==> config.mk <==
export PLATFORM = sky130hd
export DESIGN_NAME = uart_rx_ahb
export DESIGN_NICKNAME = d
export VERILOG_FILES = /design/src/rtl/uart_rx_defs.sv /design/src/rtl/uart_rx_fifo.sv /design/src/rtl/uart_rx_ahb.sv
export SDC_FILE = /design/constraint.sdc
export NUM_CORES = 1
export LEC_CHECK = 0
export CAP_MARGIN = 5
export CORE_MARGIN = 2
export CORE_UTILIZATION = 57
export CTS_BUF_LIST = sky130_fd_sc_hd__clkbuf_4 sky130_fd_sc_hd__clkbuf_8 sky130_fd_sc_hd__clkbuf_16
export DETAILED_ROUTE_END_ITERATION = 6
export GPL_TIMING_DRIVEN = 1
export PLACE_DENSITY = 0.8
export SLEW_MARGIN = 20
export SYNTH_ARGS = -nofsm -noshare
export SYNTH_HDL_FRONTEND = slang
export SYNTH_SLANG_ARGS = --single-unit
==> constraint.sdc <==
create_clock -name HCLK -period 3.32 [get_ports HCLK]
set_input_delay 0.996 -clock HCLK [delete_from_list [all_inputs] [get_ports HCLK]]
set_output_delay 0.996 -clock HCLK [all_outputs]
set_load 0.05 [all_outputs]
==> src/rtl/uart_rx_defs.sv <==
// Shared definitions for the AHB-attached UART receiver.
//   - AHB register word indices (HADDR[3:2])
//   - STATUS bit positions
//   - receiver FSM state encoding (PARITY only exists when UART_RX_PARITY_EN is defined)
package uart_rx_defs;

  localparam logic [1:0] REG_DATA   = 2'd0;
  localparam logic [1:0] REG_STATUS = 2'd1;
  localparam logic [1:0] REG_BAUD   = 2'd2;
  localparam logic [1:0] REG_RSVD   = 2'd3;

  localparam int STAT_NEMPTY = 0;
  localparam int STAT_FULL   = 1;
  localparam int STAT_OVR    = 2;
  localparam int STAT_FERR   = 3;
  localparam int STAT_PERR   = 4;

  typedef enum logic [2:0] {
    S_IDLE   = 3'd0,
    S_START  = 3'd1,
    S_DATA   = 3'd2,
`ifdef UART_RX_PARITY_EN
    S_PARITY = 3'd3,
`endif
    S_STOP   = 3'd4
  } rx_state_e;

`ifdef UART_RX_PARITY_EN
  // Even parity: data bits plus parity bit must hold an even number of ones.
  function automatic logic even_parity_ok(input logic [7:0] d, input logic p);
    return ~(^d ^ p);
  endfunction
`endif

endpackage

==> src/rtl/uart_rx_fifo.sv <==
// Receive byte FIFO.
//   clk_i, rst_i   : clock, asynchronous active-high reset
//   push_i/wdata_i : write a byte (ignored when full)
//   pop_i          : remove head (ignored when empty)
//   rdata_o        : current head byte
//   full_o/empty_o : occupancy flags
//   count_o        : number of stored bytes (AW+1 bits)
module uart_rx_fifo #(
  parameter int DEPTH = 16,
  localparam int AW = $clog2(DEPTH)
) (
  input  logic          clk_i,
  input  logic          rst_i,
  input  logic          push_i,
  input  logic [7:0]    wdata_i,
  input  logic          pop_i,
  output logic [7:0]    rdata_o,
  output logic          full_o,
  output logic          empty_o,
  output logic [AW:0]   count_o
);

  logic [7:0]    mem_q [DEPTH];
  logic [AW-1:0] wptr_q, rptr_q;
  logic [AW:0]   count_q;
  logic          do_push, do_pop;

  assign full_o  = (count_q == (AW+1)'(DEPTH));
  assign empty_o = (count_q == '0);
  assign count_o = count_q;
  assign rdata_o = mem_q[rptr_q];

  assign do_push = push_i & ~full_o;
  assign do_pop  = pop_i & ~empty_o;

  always_ff @(posedge clk_i) begin
    if (do_push) mem_q[wptr_q] <= wdata_i;
  end

  // Pointers are AW bits wide, so they wrap modulo DEPTH on their own.
  always_ff @(posedge clk_i or posedge rst_i) begin
    if (rst_i) begin
      wptr_q  <= '0;
      rptr_q  <= '0;
      count_q <= '0;
    end else begin
      if (do_push) wptr_q <= wptr_q + 1'b1;
      if (do_pop)  rptr_q <= rptr_q + 1'b1;
      case ({do_push, do_pop})
        2'b10:   count_q <= count_q + 1'b1;
        2'b01:   count_q <= count_q - 1'b1;
        default: count_q <= count_q;
      endcase
    end
  end

endmodule

==> src/rtl/uart_rx_ahb.sv <==
// AHB-Lite slave UART receiver (16x oversampling, 8N1; 8E1 when UART_RX_PARITY_EN is defined).
//   HCLK, HRESET                 : clock, asynchronous active-high reset
//   HSEL/HADDR/HTRANS/HSIZE/
//   HWRITE/HREADY/HWDATA         : AHB-Lite slave inputs (HADDR[3:2] decoded, HSIZE ignored)
//   HREADYOUT, HRESP, HRDATA     : AHB-Lite slave outputs (zero wait state, always OKAY)
//   RXD                          : asynchronous serial input, idles high
//   irq                          : registered level interrupt
//   dbg_state_o                  : receiver FSM state
// Registers: 0x0 DATA (RO, pops), 0x4 STATUS (W1C on [4:2]), 0x8 BAUDDIV, 0xC reads 0.
// Bus handshake: an access is accepted when HSEL & HTRANS[1] & HREADY in its address
// phase and always completes in the following cycle (HREADYOUT is constant 1).
module uart_rx_ahb
  import uart_rx_defs::*;
#(
  parameter logic [15:0] BAUD_DIV_RST = 16'd21,
  parameter int          FIFO_DEPTH   = 16
) (
  input  logic        HCLK,
  input  logic        HRESET,
  input  logic        HSEL,
  input  logic [11:0] HADDR,
  input  logic [1:0]  HTRANS,
  input  logic [2:0]  HSIZE,
  input  logic        HWRITE,
  input  logic        HREADY,
  input  logic [31:0] HWDATA,
  output logic        HREADYOUT,
  output logic        HRESP,
  output logic [31:0] HRDATA,
  input  logic        RXD,
  output logic        irq,
  output logic [2:0]  dbg_state_o
);

  localparam int AW = $clog2(FIFO_DEPTH);

  // ---------------- bus front end ----------------
  logic       dp_valid_q, dp_write_q;
  logic [1:0] dp_addr_q;
  logic       wr_status, wr_baud, rd_data;

  always_ff @(posedge HCLK or posedge HRESET) begin
    if (HRESET) begin
      dp_valid_q <= 1'b0;
      dp_write_q <= 1'b0;
      dp_addr_q  <= '0;
    end else begin
      dp_valid_q <= HSEL & HTRANS[1] & HREADY;
      if (HSEL & HTRANS[1] & HREADY) begin
        dp_write_q <= HWRITE;
        dp_addr_q  <= HADDR[3:2];
      end
    end
  end

  assign wr_status = dp_valid_q & dp_write_q & (dp_addr_q == REG_STATUS);
  assign wr_baud   = dp_valid_q & dp_write_q & (dp_addr_q == REG_BAUD);
  assign rd_data   = dp_valid_q & ~dp_write_q & (dp_addr_q == REG_DATA);

  assign HREADYOUT = 1'b1;
  assign HRESP     = 1'b0;

  // ---------------- baud tick ----------------
  logic [15:0] baud_q, baud_cnt_q, baud_cnt_d;
  logic        tick;

  assign tick = (baud_cnt_q == baud_q);

  always_comb begin
    baud_cnt_d = baud_cnt_q + 16'd1;
    if (wr_baud || tick) baud_cnt_d = '0;
  end

  always_ff @(posedge HCLK or posedge HRESET) begin
    if (HRESET) begin
      baud_q     <= BAUD_DIV_RST;
      baud_cnt_q <= '0;
    end else begin
      baud_cnt_q <= baud_cnt_d;
      if (wr_baud) baud_q <= HWDATA[15:0];
    end
  end

  // ---------------- RXD synchronizer ----------------
  logic rxd_s1_q, rxd_s2_q, rxd_prev_q;

  always_ff @(posedge HCLK or posedge HRESET) begin
    if (HRESET) begin
      rxd_s1_q   <= 1'b1;
      rxd_s2_q   <= 1'b1;
      rxd_prev_q <= 1'b1;
    end else begin
      rxd_s1_q   <= RXD;
      rxd_s2_q   <= rxd_s1_q;
      rxd_prev_q <= rxd_s2_q;
    end
  end

  // ---------------- receiver FSM ----------------
  rx_state_e state_q, state_d;
  logic [3:0] tick_cnt_q, tick_cnt_d;
  logic [2:0] bit_cnt_q, bit_cnt_d;
  logic [7:0] shreg_q, shreg_d;
  logic       push_q, push_d;
  logic       ferr_set;
`ifdef UART_RX_PARITY_EN
  logic       bad_par_q, bad_par_d;
  logic       perr_set;
`endif

  always_comb begin
    state_d    = state_q;
    tick_cnt_d = tick_cnt_q;
    bit_cnt_d  = bit_cnt_q;
    shreg_d    = shreg_q;
    push_d     = 1'b0;
    ferr_set   = 1'b0;
`ifdef UART_RX_PARITY_EN
    bad_par_d  = bad_par_q;
    perr_set   = 1'b0;
`endif
    case (state_q)
      S_IDLE: begin
        if (rxd_prev_q & ~rxd_s2_q) begin
          state_d    = S_START;
          tick_cnt_d = '0;
`ifdef UART_RX_PARITY_EN
          bad_par_d  = 1'b0;
`endif
        end
      end
      S_START: begin
        if (tick) begin
          if (tick_cnt_q == 4'd7) begin
            // Mid start bit: a high line means the edge was a glitch.
            tick_cnt_d = '0;
            bit_cnt_d  = '0;
            state_d    = rxd_s2_q ? S_IDLE : S_DATA;
          end else begin
            tick_cnt_d = tick_cnt_q + 4'd1;
          end
        end
      end
      S_DATA: begin
        if (tick) begin
          if (tick_cnt_q == 4'd15) begin
            tick_cnt_d = '0;
            shreg_d    = {rxd_s2_q, shreg_q[7:1]};
            bit_cnt_d  = bit_cnt_q + 3'd1;
            if (bit_cnt_q == 3'd7) begin
`ifdef UART_RX_PARITY_EN
              state_d = S_PARITY;
`else
              state_d = S_STOP;
`endif
            end
          end else begin
            tick_cnt_d = tick_cnt_q + 4'd1;
          end
        end
      end
`ifdef UART_RX_PARITY_EN
      S_PARITY: begin
        if (tick) begin
          if (tick_cnt_q == 4'd15) begin
            tick_cnt_d = '0;
            state_d    = S_STOP;
            if (!even_parity_ok(shreg_q, rxd_s2_q)) begin
              perr_set  = 1'b1;
              bad_par_d = 1'b1;
            end
          end else begin
            tick_cnt_d = tick_cnt_q + 4'd1;
          end
        end
      end
`endif
      S_STOP: begin
        if (tick) begin
          if (tick_cnt_q == 4'd15) begin
            tick_cnt_d = '0;
            state_d    = S_IDLE;
            if (!rxd_s2_q) ferr_set = 1'b1;
`ifdef UART_RX_PARITY_EN
            else if (!bad_par_q) push_d = 1'b1;
`else
            else push_d = 1'b1;
`endif
          end else begin
            tick_cnt_d = tick_cnt_q + 4'd1;
          end
        end
      end
      default: state_d = S_IDLE;
    endcase
  end

  always_ff @(posedge HCLK or posedge HRESET) begin
    if (HRESET) begin
      state_q    <= S_IDLE;
      tick_cnt_q <= '0;
      bit_cnt_q  <= '0;
      shreg_q    <= '0;
      push_q     <= 1'b0;
`ifdef UART_RX_PARITY_EN
      bad_par_q  <= 1'b0;
`endif
    end else begin
      state_q    <= state_d;
      tick_cnt_q <= tick_cnt_d;
      bit_cnt_q  <= bit_cnt_d;
      shreg_q    <= shreg_d;
      push_q     <= push_d;
`ifdef UART_RX_PARITY_EN
      bad_par_q  <= bad_par_d;
`endif
    end
  end

  assign dbg_state_o = state_q;

  // ---------------- FIFO ----------------
  // shreg_q is untouched until the next frame's data bits, so it still holds
  // the byte in the cycle after the stop sample when push_q fires.
  logic [7:0] fifo_rdata;
  logic       fifo_full, fifo_empty, fifo_pop;
  logic [AW:0] fifo_count;

  assign fifo_pop = rd_data & ~fifo_empty;

  uart_rx_fifo #(.DEPTH(FIFO_DEPTH)) u_fifo (
    .clk_i   (HCLK),
    .rst_i   (HRESET),
    .push_i  (push_q),
    .wdata_i (shreg_q),
    .pop_i   (fifo_pop),
    .rdata_o (fifo_rdata),
    .full_o  (fifo_full),
    .empty_o (fifo_empty),
    .count_o (fifo_count)
  );

  // ---------------- sticky status and irq ----------------
  logic [2:0] clr;
  logic       ovr_q, ferr_q, perr_w;
  logic       irq_q;
  logic [4:0] status_w;

  assign clr = wr_status ? HWDATA[4:2] : 3'b000;

`ifdef UART_RX_PARITY_EN
  logic perr_q;
  always_ff @(posedge HCLK or posedge HRESET) begin
    if (HRESET) perr_q <= 1'b0;
    else        perr_q <= perr_set | (perr_q & ~clr[2]);
  end
  assign perr_w = perr_q;
`else
  assign perr_w = 1'b0;
`endif

  // A set event in the same cycle as a clear wins.
  always_ff @(posedge HCLK or posedge HRESET) begin
    if (HRESET) begin
      ovr_q  <= 1'b0;
      ferr_q <= 1'b0;
      irq_q  <= 1'b0;
    end else begin
      ovr_q  <= (push_q & fifo_full) | (ovr_q & ~clr[0]);
      ferr_q <= ferr_set | (ferr_q & ~clr[1]);
      irq_q  <= ~fifo_empty | ovr_q | ferr_q | perr_w;
    end
  end

  assign irq = irq_q;

  always_comb begin
    status_w              = '0;
    status_w[STAT_NEMPTY] = ~fifo_empty;
    status_w[STAT_FULL]   = fifo_full;
    status_w[STAT_OVR]    = ovr_q;
    status_w[STAT_FERR]   = ferr_q;
    status_w[STAT_PERR]   = perr_w;
  end

  // ---------------- read data (data phase) ----------------
  always_comb begin
    HRDATA = '0;
    if (dp_valid_q && !dp_write_q) begin
      case (dp_addr_q)
        REG_DATA:   HRDATA = fifo_empty ? 32'd0 : {24'd0, fifo_rdata};
        REG_STATUS: HRDATA = {27'd0, status_w};
        REG_BAUD:   HRDATA = {16'd0, baud_q};
        default:    HRDATA = '0;
      endcase
    end
  end

  logic unused_ok;
  assign unused_ok = ^{HSIZE, HADDR[11:4], HADDR[1:0], HTRANS[0], HWDATA[31:16], fifo_count};

endmodule

==> metrics, run 1 <==
depth of the worst register-to-register path 12; global placement routability congestion 0.840; final worst hold slack 0.362 ns; proportion of synthesized flip-flops having asynchronous set or reset 36.6%; floorplan die area 0.0167 sq mm; total of fill cells in the finished design 932; endpoint type of the worst setup path output pin; Final #Nets 747; Hold Vio Cnt, Final 0; instance count of the mapped netlist 605; Sequential cell area 0.00571 sq mm; wire length of the first global-routing pass 28900 microns; combinational share of power 11.1%; average routed wire per standard cell 21.2 microns; slew at the pin closest to its max-slew limit 0.840 ns; GRT Residual Overflow 0; violated checks setup timing; worst setup slack after layout -0.215 ns; total of endpoints with negative setup slack in the final report 8; number of placement rows 45; fin crit share 106%; Hold/Removal Path Class register to register; topmost layer with routed signal wires met4; Crit path arrival time 2.54 ns; met1 wire length 7660 microns; Critical path destination HRDATA[3]; routed wl met2 9860 microns; Non-Filler Cell Area, Final 0.0107 sq mm; die extent in y 129 microns; overall global routing resource usage 22.8%; number of buffers inserted for hold repair after clock tree synthesis 0; CP required 2.32 ns; number of antenna violations at the first check in global routing 0; clock transition time at the flip-flop clock pins of the worst setup and hold paths 0.06 ns; sequential area share after synthesis 63.6%; chip width 129 microns; initial core utilization 58.8%; net switching power figure 1.44 mW; count of max-cap constraint violations 0; static leakage power 3.66 nW; ratio of total power to cell area 538 mW/mm^2; count of warnings emitted by yosys 0; clock group share of total power 37.0%; number of buffers on the longest clock path 3; area used by multi-input combinational logic 0.00313 sq mm; number of buffers inserted during clock tree synthesis 20; worst IR drop on VDD 0.256 mV; number of pins with negative max-slew slack in the final report 0; area grow syn2layout 19.9%; ANT cells 0; Root Buffer sky130_fd_sc_hd__clkbuf_16; syn avg cell area 14.8 sq um; remaining max-slew budget at the tightest pin 43.8%; sw frac 24.9%; Crit Path Class register to output pin; clock insertion delay at the later pin of the skew report 0.50 ns; vias in the first global route 5374; TritonCTS clock tree done; post-route total power 5.78 mW; number of flip-flops and latches in the synthesized netlist 202; Clock Sink Count 202; worst reg2reg path endpoint u_fifo.count_o[4]; combined area of all synthesized cells 0.00896 sq mm; Std-Cell Core Area 0.0153 sq mm; count of placed standard cells in the final layout, fillers left out 904; post-detailed-routing wire length 19200 microns; unrepaired setup endpoints after global routing true; Final Skew 0.0197 ns; Critical R2R Launch u_fifo.count_o[1]; number of buffer cells added on primary ports 44; met3 wirelength from detailed routing 1150 microns; number of detailed-route iterations in the first pass 4; number of synthesized flops with an enable pin 128; H-tree Lvls 1; sequential fraction of design power 51.9%; launching element type of the critical path register; outcome complete, but fails checks; DP Wirelength 11600 microns; proportion of layout cells with a drive suffix above 1 26.0%; remaining number of nets flagged by the antenna check after routing 0; via total after detailed routing 5280; residual DRC count 0; I/O pin cnt 93; initial drt markers 417; mean number of vias per cell 5.84; largest fanout on the critical path 12; standard cell area after detailed placement 0.00978 sq mm; pin count of the biggest net entering global routing 39; post-placement cell count 856; Cell variety after synth 57; flop-to-flop setup slack 0.15 ns; Period minus WS final 3.53 ns; Most used DFF post-synth sky130_fd_sc_hd__edfxtp_1; internal power component 4.34 mW; worst setup path startpoint u_fifo.rptr_q[2]; FMAX 283 MHz
==> cell type report <==
cell class,instances,area share [%]
sequential,202,53.1
tap,211,2.46
multi-input combinational,365,29.2
timing repair buffer,82,9.14
clock inverter,7,0.419
inverter,8,0.279
clock buffer,29,5.46
==> sequential cells by signal, summed over array words and instances, names as in the netlist, 3 cells and up <==
register        flops
u_fifo.mem_q      128
baud_cnt_q         16
baud_q             16
shreg_q             8
u_fifo.count_o      5
tick_cnt_q          4
u_fifo.rptr_q       4
u_fifo.wptr_q       4
bit_cnt_q           3
dbg_state_o         3
==> timing repair <==
action / 4_1_cts / 5_1_grt
cloned: 1 / 2
gates resized for setup: 18 / 24
setup buffers: 8 / 1
pin swaps: 3 / 12
endpoints found under the setup margin: 8 / 12
==> logic make-up (layout without fill, tap and decap cells) <==
logic type / after synthesis / count (layout) / share of synthesized area (%)
AND/OR/NAND/NOR: 154 / 154 / 9.06
other: 2 / 18 / 0.0838
multiplexers: 77 / 77 / 13.0
XOR/XNOR: 43 / 43 / 4.20
AO/OA/AOI/OAI: 60 / 60 / 4.73
adder cells (fa/ha/maj): 13 / 13 / 1.81
flip-flops: 202 / 202 / 63.6
buffers and inverters: 54 / 126 / 3.53
==> power by group through the flow <==
stage	combinational, mW	clock, mW	sequential, mW
floorplan	0.497	0	3.01
global placement	0.615	0	3.03
detailed placement	0.637	0	3.05
CTS	0.648	2.15	3.00
global route	0.710	2.27	3.02
finish	0.643	2.14	3.00
==> cells in the mapped netlist, types with 7 or more instances <==
| cell type | n | area [sq um] |
|---|---|---|
| sky130_fd_sc_hd__o21ai_0 | 12 | 60.1 |
| sky130_fd_sc_hd__buf_4 | 21 | 158 |
| sky130_fd_sc_hd__xnor2_1 | 32 | 280 |
| sky130_fd_sc_hd__nand2_1 | 30 | 113 |
| sky130_fd_sc_hd__nand4_1 | 8 | 50.1 |
| sky130_fd_sc_hd__nor3_1 | 7 | 35.0 |
| sky130_fd_sc_hd__mux2_2 | 24 | 270 |
| sky130_fd_sc_hd__xor2_1 | 11 | 96.3 |
| sky130_fd_sc_hd__mux2i_1 | 19 | 190 |
| sky130_fd_sc_hd__nor2b_1 | 8 | 50.1 |
| sky130_fd_sc_hd__inv_1 | 8 | 30.0 |
| sky130_fd_sc_hd__clkbuf_1 | 11 | 41.3 |
| sky130_fd_sc_hd__and3_1 | 7 | 43.8 |
| sky130_fd_sc_hd__edfxtp_1 | 128 | 3840 |
| sky130_fd_sc_hd__nor2_1 | 38 | 143 |
| sky130_fd_sc_hd__mux2_4 | 7 | 105 |
| sky130_fd_sc_hd__a21oi_1 | 10 | 50.1 |
| sky130_fd_sc_hd__nand2b_1 | 10 | 62.6 |
| sky130_fd_sc_hd__and2_1 | 11 | 68.8 |
| sky130_fd_sc_hd__a22o_1 | 7 | 61.3 |
| sky130_fd_sc_hd__ha_1 | 13 | 163 |
| sky130_fd_sc_hd__nand3_1 | 18 | 90.1 |
| sky130_fd_sc_hd__mux4_2 | 26 | 586 |
| sky130_fd_sc_hd__dfrtp_1 | 68 | 1700 |
==> worst min path at each step <==
| stage | start | to | slack, ns | cells after the start |
|---|---|---|---|---|
| after floorplan | rxd_s1_q | rxd_s2_q | 0.35 | 0 |
| after global placement | rxd_s1_q | rxd_s2_q | 0.35 | 0 |
| after detailed placement | rxd_s1_q | rxd_s2_q | 0.35 | 0 |
| after CTS | rxd_s1_q | rxd_s2_q | 0.36 | 0 |
| after global routing | rxd_s1_q | rxd_s2_q | 0.37 | 0 |
| final | rxd_s1_q | rxd_s2_q | 0.36 | 0 |
==> stage by stage <==
step / setup slack (ns) / util [%] / setup TNS (ns)
2_1_floorplan: 0.0407 / - / 0
3_3_place_gp: 0.257 / 64.1 / 0
3_5_place_dp: 0.132 / 64.1 / 0
4_1_cts: -0.209 / 69.5 / -1.45
5_1_grt: -0.283 / 70.4 / -1.88
6_report: -0.215 / 70.4 / -1.29
==> layout by cell type, fill, tap and decap left out, types with 4 or more instances in the layout <==
cell type	count
sky130_fd_sc_hd__dfstp_2	6
sky130_fd_sc_hd__buf_12	16
sky130_fd_sc_hd__nand4_1	8
sky130_fd_sc_hd__and2_1	10
sky130_fd_sc_hd__edfxtp_1	128
sky130_fd_sc_hd__nor2_1	38
sky130_fd_sc_hd__ha_1	13
sky130_fd_sc_hd__mux4_2	26
sky130_fd_sc_hd__buf_6	11
sky130_fd_sc_hd__mux2_4	8
sky130_fd_sc_hd__buf_4	24
sky130_fd_sc_hd__clkbuf_4	6
sky130_fd_sc_hd__nand2_1	30
sky130_fd_sc_hd__a22o_1	7
sky130_fd_sc_hd__a211oi_2	4
sky130_fd_sc_hd__nand2b_1	10
sky130_fd_sc_hd__a21oi_1	7
sky130_fd_sc_hd__clkbuf_16	22
sky130_fd_sc_hd__mux2_2	23
sky130_fd_sc_hd__nor3b_1	4
sky130_fd_sc_hd__nor3_1	7
sky130_fd_sc_hd__and3_1	7
sky130_fd_sc_hd__clkdlybuf4s50_1	28
sky130_fd_sc_hd__xor2_1	11
sky130_fd_sc_hd__inv_1	7
sky130_fd_sc_hd__o21ai_0	10
sky130_fd_sc_hd__xnor2_1	32
sky130_fd_sc_hd__dfrtp_1	65
sky130_fd_sc_hd__mux2i_1	17
sky130_fd_sc_hd__conb_1	18
sky130_fd_sc_hd__nor2b_4	4
sky130_fd_sc_hd__nand3_1	18
==> worst max-delay path, stage by stage, from the launching register on <==
cell and delay [ns]:
sky130_fd_sc_hd__dfrtp_1 0.45, sky130_fd_sc_hd__buf_4 0.28, sky130_fd_sc_hd__nor2_1 0.14, sky130_fd_sc_hd__a22oi_1 0.21, sky130_fd_sc_hd__nand3b_1 0.15, sky130_fd_sc_hd__a211o_1 0.31
sky130_fd_sc_hd__a221oi_4 0.33, sky130_fd_sc_hd__buf_12 0.18
==> layer usage <==
metal / vias to the layer above / global-route usage, %
li1: 2372 / -
met1: 2654 / 30.9
met2: 214 / 38.8
met3: 40 / 3.67
met4: 0 / 6.39
met5: - / 0
(Power assumes the default switching activity.)
==> inputs of run 2 (changes only) <==
GPL_TIMING_DRIVEN = 0   (was 1)
==> run 2 against run 1 <==
- the flow still finishes with violations (setup timing)
- power is 5.7% higher
- critical path depth rose by 2
- final area is 1.6% higher
- routed wire length increased by 6.2%
- first-iteration DRC count is 39% higher
- flip-flop and latch count unchanged
- largest cell class unchanged
==> metrics, run 2 (synthesis results as in run 1) <==
Top reg by flops u_fifo.mem_q (unchanged); worst setup slack after layout -0.321 ns (was -0.215 ns); global placement routability congestion 0.843 (was 0.840); Period minus WS final 3.64 ns (was 3.53 ns); floorplan die area 0.0167 sq mm (unchanged); worst reg2reg path endpoint u_fifo.count_o[4] (unchanged); die extent in y 129 microns (unchanged); number of pins with negative max-slew slack in the final report 0 (unchanged); initial drt markers 581 (was 417); wire length of the first global-routing pass 31100 microns (was 28900 microns); Hold Vio Cnt, Final 0 (unchanged); remaining number of nets flagged by the antenna check after routing 0 (unchanged); static leakage power 3.74 nW (was 3.66 nW); overall global routing resource usage 24.6% (was 22.8%); GRT Residual Overflow 0 (unchanged); TritonCTS clock tree done (unchanged); hold endpoint rxd_s2_q (unchanged); clock insertion delay at the later pin of the skew report 0.50 ns (about the same); flop-to-flop setup slack 0.19 ns (was 0.15 ns); average routed wire per standard cell 21.8 microns (was 21.2 microns); slew at the pin closest to its max-slew limit 1.08 ns (was 0.840 ns); I/O pin cnt 93 (unchanged); proportion of layout cells with a drive suffix above 1 28.8% (was 26.0%); post-placement setup slack -0.630 ns (was 0.132 ns); number of buffers inserted for hold repair after clock tree synthesis 0 (unchanged); number of detailed-route iterations in the first pass 5 (was 4); Hold/Removal Path Class register to register (unchanged); clock transition time at the flip-flop clock pins of the worst setup and hold paths 0.06 ns (about the same); launching element type of the critical path register (unchanged); residual DRC count 0 (unchanged); post-detailed-routing wire length 20400 microns (was 19200 microns); number of placement rows 45 (unchanged); number of buffers inserted during clock tree synthesis 21 (was 20); Final Skew 0.0100 ns (was 0.0197 ns); worst IR drop on VDD 0.418 mV (was 0.256 mV); via total after detailed routing 5501 (was 5280); depth of the worst register-to-register path 12 (unchanged); endpoint type of the worst setup path output pin (unchanged); largest fanout on the critical path 6 (was 12); cells along the critical path buf_12, buf_12, buf_12, mux4_2, mux2i_2, nand2_1, o211ai_1, o21ai_1, buf_6 (was buf_4, nor2_1, a22oi_1, nand3b_1, a211o_1, a221oi_4, buf_12); master of the slowest instance on the critical path sky130_fd_sc_hd__mux4_2 (was sky130_fd_sc_hd__dfrtp_1); number of buffers on the longest clock path 3 (unchanged); FMAX 275 MHz (was 283 MHz); area grow syn2layout 21.8% (was 19.9%); mean number of vias per cell 5.90 (was 5.84); Clock Sink Count 202 (unchanged); Std-Cell Core Area 0.0153 sq mm (unchanged); CP required 2.32 ns (about the same); pin count of the biggest net entering global routing 40 (was 39); count of max-cap constraint violations 0 (unchanged); outcome complete, but fails checks (unchanged); Cells on Worst Hold Path 0 (unchanged); remaining max-slew budget at the tightest pin 28.0% (was 43.8%); hold path startpoint rxd_s1_q (unchanged); H-tree Lvls 1 (unchanged); post-route total power 6.12 mW (was 5.78 mW); number of antenna violations at the first check in global routing 0 (unchanged); Critical R2R Launch u_fifo.count_o[2] (was u_fifo.count_o[1]); violated checks setup timing (unchanged); Top Registers u_fifo.mem_q: 128 flops, baud_cnt_q: 16 flops, baud_q: 16 flops (unchanged); CP peak stage delay 0.51 ns (was 0.45 ns); flip-flop count of the largest register, all copies and words added 128 (unchanged); fin crit share 110% (was 106%); most frequent cells in the layout sky130_fd_sc_hd__edfxtp_1 (128), sky130_fd_sc_hd__dfrtp_1 (66), sky130_fd_sc_hd__nor2_1 (38) (was sky130_fd_sc_hd__edfxtp_1 (128), sky130_fd_sc_hd__dfrtp_1 (65), sky130_fd_sc_hd__nor2_1 (38)); number of buffer cells added on primary ports 44 (unchanged); leading cell type in the layout, fill and taps excluded sky130_fd_sc_hd__edfxtp_1 (unchanged); Crit path arrival time 2.64 ns (was 2.54 ns); unrepaired setup endpoints after global routing true (unchanged); Root Buffer sky130_fd_sc_hd__clkbuf_16 (unchanged); vias in the first global route 5567 (was 5374); Crit Path Class register to output pin (unchanged); DP Wirelength 12400 microns (was 11600 microns); cell repeated most along the worst path sky130_fd_sc_hd__buf_12; Final #Nets 775 (was 747); initial core utilization 58.8% (unchanged); Final Core Density 71.5% (was 70.4%); ANT cells 0 (unchanged); chip width 129 microns (unchanged); total of endpoints with negative setup slack in the final report 8 (unchanged); ratio of total power to cell area 560 mW/mm^2 (was 538 mW/mm^2)
[run 2: changes by cell type in the layout (fill, tap and decap cells not counted), moves of 7 or more]
cell                              before  now
sky130_fd_sc_hd__buf_4                24   36
sky130_fd_sc_hd__clkbuf_1              0    7
sky130_fd_sc_hd__clkdlybuf4s15_2       0    7
sky130_fd_sc_hd__buf_12               16    5
[run 2: worst max path at each step]
stage,startpoint,endpoint,slack [ns],cells past startpoint
detailed placement,u_fifo.rptr_q[2],HRDATA[6],-0.63,7
floorplan,u_fifo.count_o[1],HRDATA[1],0.04,6
CTS,u_fifo.rptr_q[0],HRDATA[2],-0.28,7
global route,u_fifo.rptr_q[0],HRDATA[3],-0.36,8
finish,u_fifo.rptr_q[0],HRDATA[1],-0.32,9
global placement,HRESET,shreg_q[5],-0.73,2
[run 2: final cells by class]
| type | count | area (sq um) |
|---|---|---|
| Clock inverter | 11 | 139 |
| Fill cell | 898 | 4340 |
| Timing Repair Buffer | 64 | 653 |
| Clock buffer | 27 | 589 |
| Tap cell | 211 | 264 |
| Multi-Input combinational cell | 365 | 3190 |
| Buffer | 45 | 340 |
| Inverter | 8 | 32.5 |
| Sequential cell | 202 | 5710 |
[run 2: power breakdown]
part | total (mW) | internal (mW) | switching (mW)
clock network | 2.46 | 1.49 | 0.966
logic | 0.685 | 0.312 | 0.373
registers | 2.97 | 2.81 | 0.164
total | 6.12 | 4.61 | 1.50
[run 2: timing repair]
item	in CTS	in global routing
resized for setup	125	25
setup endpoints to repair	17	17
setup buffers	7	12
pin swaps	2	9
[run 2: routing by layer]
layer | vias up | global-route usage [%] | wire length [microns]
met5 | - | 0 | 0
met1 | 2765 | 33.1 | 8070
li1 | 2423 | - | -
met3 | 60 | 3.26 | 1360
met4 | 0 | 8.86 | 747
met2 | 253 | 41.6 | 10200
[run 2: worst max-delay path: cells and delay by family (launching register included)]
kind / cells / cell delay, ns
multiplexers: 2 / 0.72
flip-flops: 1 / 0.44
buffers and inverters: 4 / 0.56
AO/OA/AOI/OAI: 2 / 0.33
AND/OR/NAND/NOR: 1 / 0.09
[run 2: per-stage QoR]
stage,hold slack [ns],cell area [sq um],TNS (ns),cells
final,0.363,10900,-2.11,933
after global routing,0.369,10900,-2.49,933
after CTS,0.364,10800,-1.69,922
after detailed placement,0.356,9780,-5.42,877
after global placement,0.348,9730,-54.16,876
after floorplan,0.345,9030,0,621
==> inputs of run 3 (changes only) <==
CORE_UTILIZATION = 51   (was 57)
PLACE_DENSITY = 0.76   (was 0.8)
clock period = 3.04 ns   (was 3.32 ns; I/O delays follow)
==> run 3 against run 2 <==
- the run still ends with setup timing left
- register-to-register slack worse by 0.13 ns
- final cell count up 1.1%
- routed wire length down 3.1%
- non-clock buffer count down 2
- largest cell class unchanged
==> metrics, run 3 (synthesis results as in run 1) <==
combinational share of power 11.6% (was 11.2%); number of buffers inserted during clock tree synthesis 21 (unchanged); violated checks setup timing (unchanged); hold endpoint rxd_s2_q (unchanged); vias in the first global route 5461 (was 5567); floorplan die area 0.0187 sq mm (was 0.0167 sq mm); die extent in y 137 microns (was 129 microns); largest fanout on the critical path 6 (unchanged); launching element type of the critical path register (unchanged); post-detailed-routing wire length 19700 microns (was 20400 microns); Period minus WS final 3.52 ns; wire length of the first global-routing pass 29900 microns (was 31100 microns); worst reg2reg path endpoint u_fifo.count_o[4] (unchanged); Final #Nets 773 (was 775); flip-flop count of the largest register, all copies and words added 128 (unchanged); FMAX 284 MHz; remaining max-slew budget at the tightest pin 29.9% (was 28.0%); proportion of layout cells with a drive suffix above 1 29.4% (was 28.8%); TritonCTS clock tree done (unchanged); most frequent cells in the layout sky130_fd_sc_hd__edfxtp_1 (128), sky130_fd_sc_hd__dfrtp_1 (65), sky130_fd_sc_hd__buf_4 (38), sky130_fd_sc_hd__nor2_1 (38), sky130_fd_sc_hd__xnor2_1 (32) (was sky130_fd_sc_hd__edfxtp_1 (128), sky130_fd_sc_hd__dfrtp_1 (66), sky130_fd_sc_hd__nor2_1 (38)); CP required 2.13 ns (was 2.32 ns); Non-Filler Cell Area, Final 0.0109 sq mm (about the same); area grow syn2layout 21.8% (about the same); average routed wire per standard cell 20.9 microns (was 21.8 microns); post-route total power 6.59 mW (was 6.12 mW); depth of the worst register-to-register path 14 (was 12); H-tree Lvls 1 (unchanged); worst setup path startpoint u_fifo.rptr_q[0] (unchanged); ANT cells 0 (unchanged); clock insertion delay at the later pin of the skew report 0.49 ns (was 0.50 ns); slew at the pin closest to its max-slew limit 1.05 ns (was 1.08 ns); sw frac 24.3% (was 24.6%); GRT Residual Overflow 0 (unchanged); Hold Vio Cnt, Final 0 (unchanged); number of buffers on the longest clock path 3 (unchanged); Cells on Worst Hold Path 0 (unchanged); number of placement rows 48 (was 45); total buffers and inverters traversed by the critical path 3 (was 4); number of pins with negative max-slew slack in the final report 0 (unchanged); Crit path arrival time 2.61 ns (was 2.64 ns); chip width 137 microns (was 129 microns); master of the slowest instance on the critical path sky130_fd_sc_hd__mux4_2 (unchanged); Final Skew 0.00909 ns (was 0.0100 ns); hold path startpoint rxd_s1_q (unchanged); I/O pin cnt 93 (unchanged); Std-Cell Core Area 0.0172 sq mm (was 0.0153 sq mm); CP peak stage delay 0.50 ns (was 0.51 ns); flop-to-flop setup slack 0.06 ns (was 0.19 ns); number of antenna violations at the first check in global routing 0 (unchanged); Top Registers u_fifo.mem_q: 128 flops, baud_cnt_q: 16 flops, baud_q: 16 flops (unchanged); endpoint type of the worst setup path output pin (unchanged); static leakage power 3.74 nW (about the same); sequential fraction of design power 49.5% (was 48.6%); Critical R2R Launch u_fifo.count_o[1] (was u_fifo.count_o[2]); ratio of total power to cell area 603 mW/mm^2 (was 560 mW/mm^2); pin count of the biggest net entering global routing 40 (unchanged); mean number of vias per cell 5.72 (was 5.90); number of detailed-route iterations in the first pass 6 (was 5); standard cell area after detailed placement 0.00982 sq mm (was 0.00978 sq mm); remaining number of nets flagged by the antenna check after routing 0 (unchanged); internal power component 4.99 mW (was 4.61 mW); unrepaired setup endpoints after global routing true (unchanged); Top reg by flops u_fifo.mem_q (unchanged); number of buffer cells added on primary ports 44 (unchanged); total of endpoints with negative setup slack in the final report 8 (unchanged); outcome complete, but fails checks (unchanged); fin crit share 116%; initial drt markers 506 (was 581); net switching power figure 1.60 mW (was 1.50 mW); global placement routability congestion 0.847 (was 0.843); Hold/Removal Path Class register to register (unchanged); Crit Path Class register to output pin (unchanged); clock group share of total power 38.9% (was 40.2%); count of max-cap constraint violations 0 (unchanged); cells along the critical path buf_12, buf_12, mux4_2, mux2i_1, nand2_1, o211ai_1, o21ai_1, buf_6 (was buf_12, buf_12, buf_12, mux4_2, mux2i_2, nand2_1, o211ai_1, o21ai_1, buf_6); Clock Sink Count 202 (unchanged); clock transition time at the flip-flop clock pins of the worst setup and hold paths 0.06 ns (about the same); DP Wirelength 12800 microns (was 12400 microns); delay-heaviest family, CP multiplexers (unchanged); worst IR drop on VDD 0.416 mV (was 0.418 mV); cell repeated most along the worst path sky130_fd_sc_hd__buf_12 (unchanged); worst setup slack after layout -0.482 ns (was -0.321 ns); residual DRC count 0 (unchanged); overall global routing resource usage 21.2% (was 24.6%); Root Buffer sky130_fd_sc_hd__clkbuf_16 (unchanged); initial core utilization 52.0% (was 58.8%); via total after detailed routing 5396 (was 5501); leading cell type in the layout, fill and taps excluded sky130_fd_sc_hd__edfxtp_1 (unchanged); number of buffers inserted for hold repair after clock tree synthesis 0 (unchanged)
[run 3: cell count changes in the layout (fill, tap and decap cells not counted), sizes merged]
| cell | change |
|---|---|
| buf | +5 |
| clkinvlp | -2 |
| clkdlybuf4s15 | -7 |
[run 3: timing repair]
item,CTS,global route
setup buffers,12,4
setup endpoints to repair,17,16
gates cloned,0,2
pin swaps,5,14
resized for setup,149,19
[run 3: how the worst max path moves through the flow]
stage | cells after the start | to
4_1_cts | 8 | HRDATA[1]
3_5_place_dp | 7 | HRDATA[1]
3_3_place_gp | 2 | u_fifo.rptr_q[1]
6_report | 8 | HRDATA[1]
5_1_grt | 8 | HRDATA[3]
2_1_floorplan | 15 | u_fifo.count_o[4]
[run 3: power by group through the flow]
stage / clock [mW] / sequential (mW) / combinational (mW)
floorplan: 0 / 3.29 / 0.551
global placement: 0 / 3.30 / 0.723
detailed placement: 0 / 3.31 / 0.755
CTS: 2.59 / 3.26 / 0.764
global route: 2.70 / 3.28 / 0.840
finish: 2.56 / 3.26 / 0.766
[run 3: per-layer routing]
layer	GRT usage [%]	share of wire, %	up-vias
li1	-	-	2429
met1	29.0	41	2741
met2	36.5	51	187
met3	2.15	5.3	39
met4	5.32	2.4	0
met5	0	0	-
[run 3: through the flow]
| stage | setup TNS, ns | instances | setup WS (ns) | hold slack (ns) | utilization [%] |
|---|---|---|---|---|---|
| floorplan | 0 | 621 | 0.0436 | 0.345 | - |
| global placement | -71.70 | 890 | -0.914 | 0.345 | 56.7 |
| detailed placement | -8.96 | 891 | -0.795 | 0.347 | 57.0 |
| CTS | -2.70 | 938 | -0.384 | 0.355 | 62.4 |
| global route | -3.76 | 943 | -0.529 | 0.356 | 63.4 |
| finish | -3.13 | 943 | -0.482 | 0.354 | 63.4 |
[run 3: final cells by class]
cell class / count / area [sq um]
Fill cell: 1167 / 6320
Sequential cell: 202 / 5710
Multi-Input combinational cell: 365 / 3250
Timing Repair Buffer: 63 / 621
Clock buffer: 27 / 571
Buffer: 44 / 337
Tap cell: 225 / 282
Clock inverter: 9 / 123
Inverter: 8 / 32.5
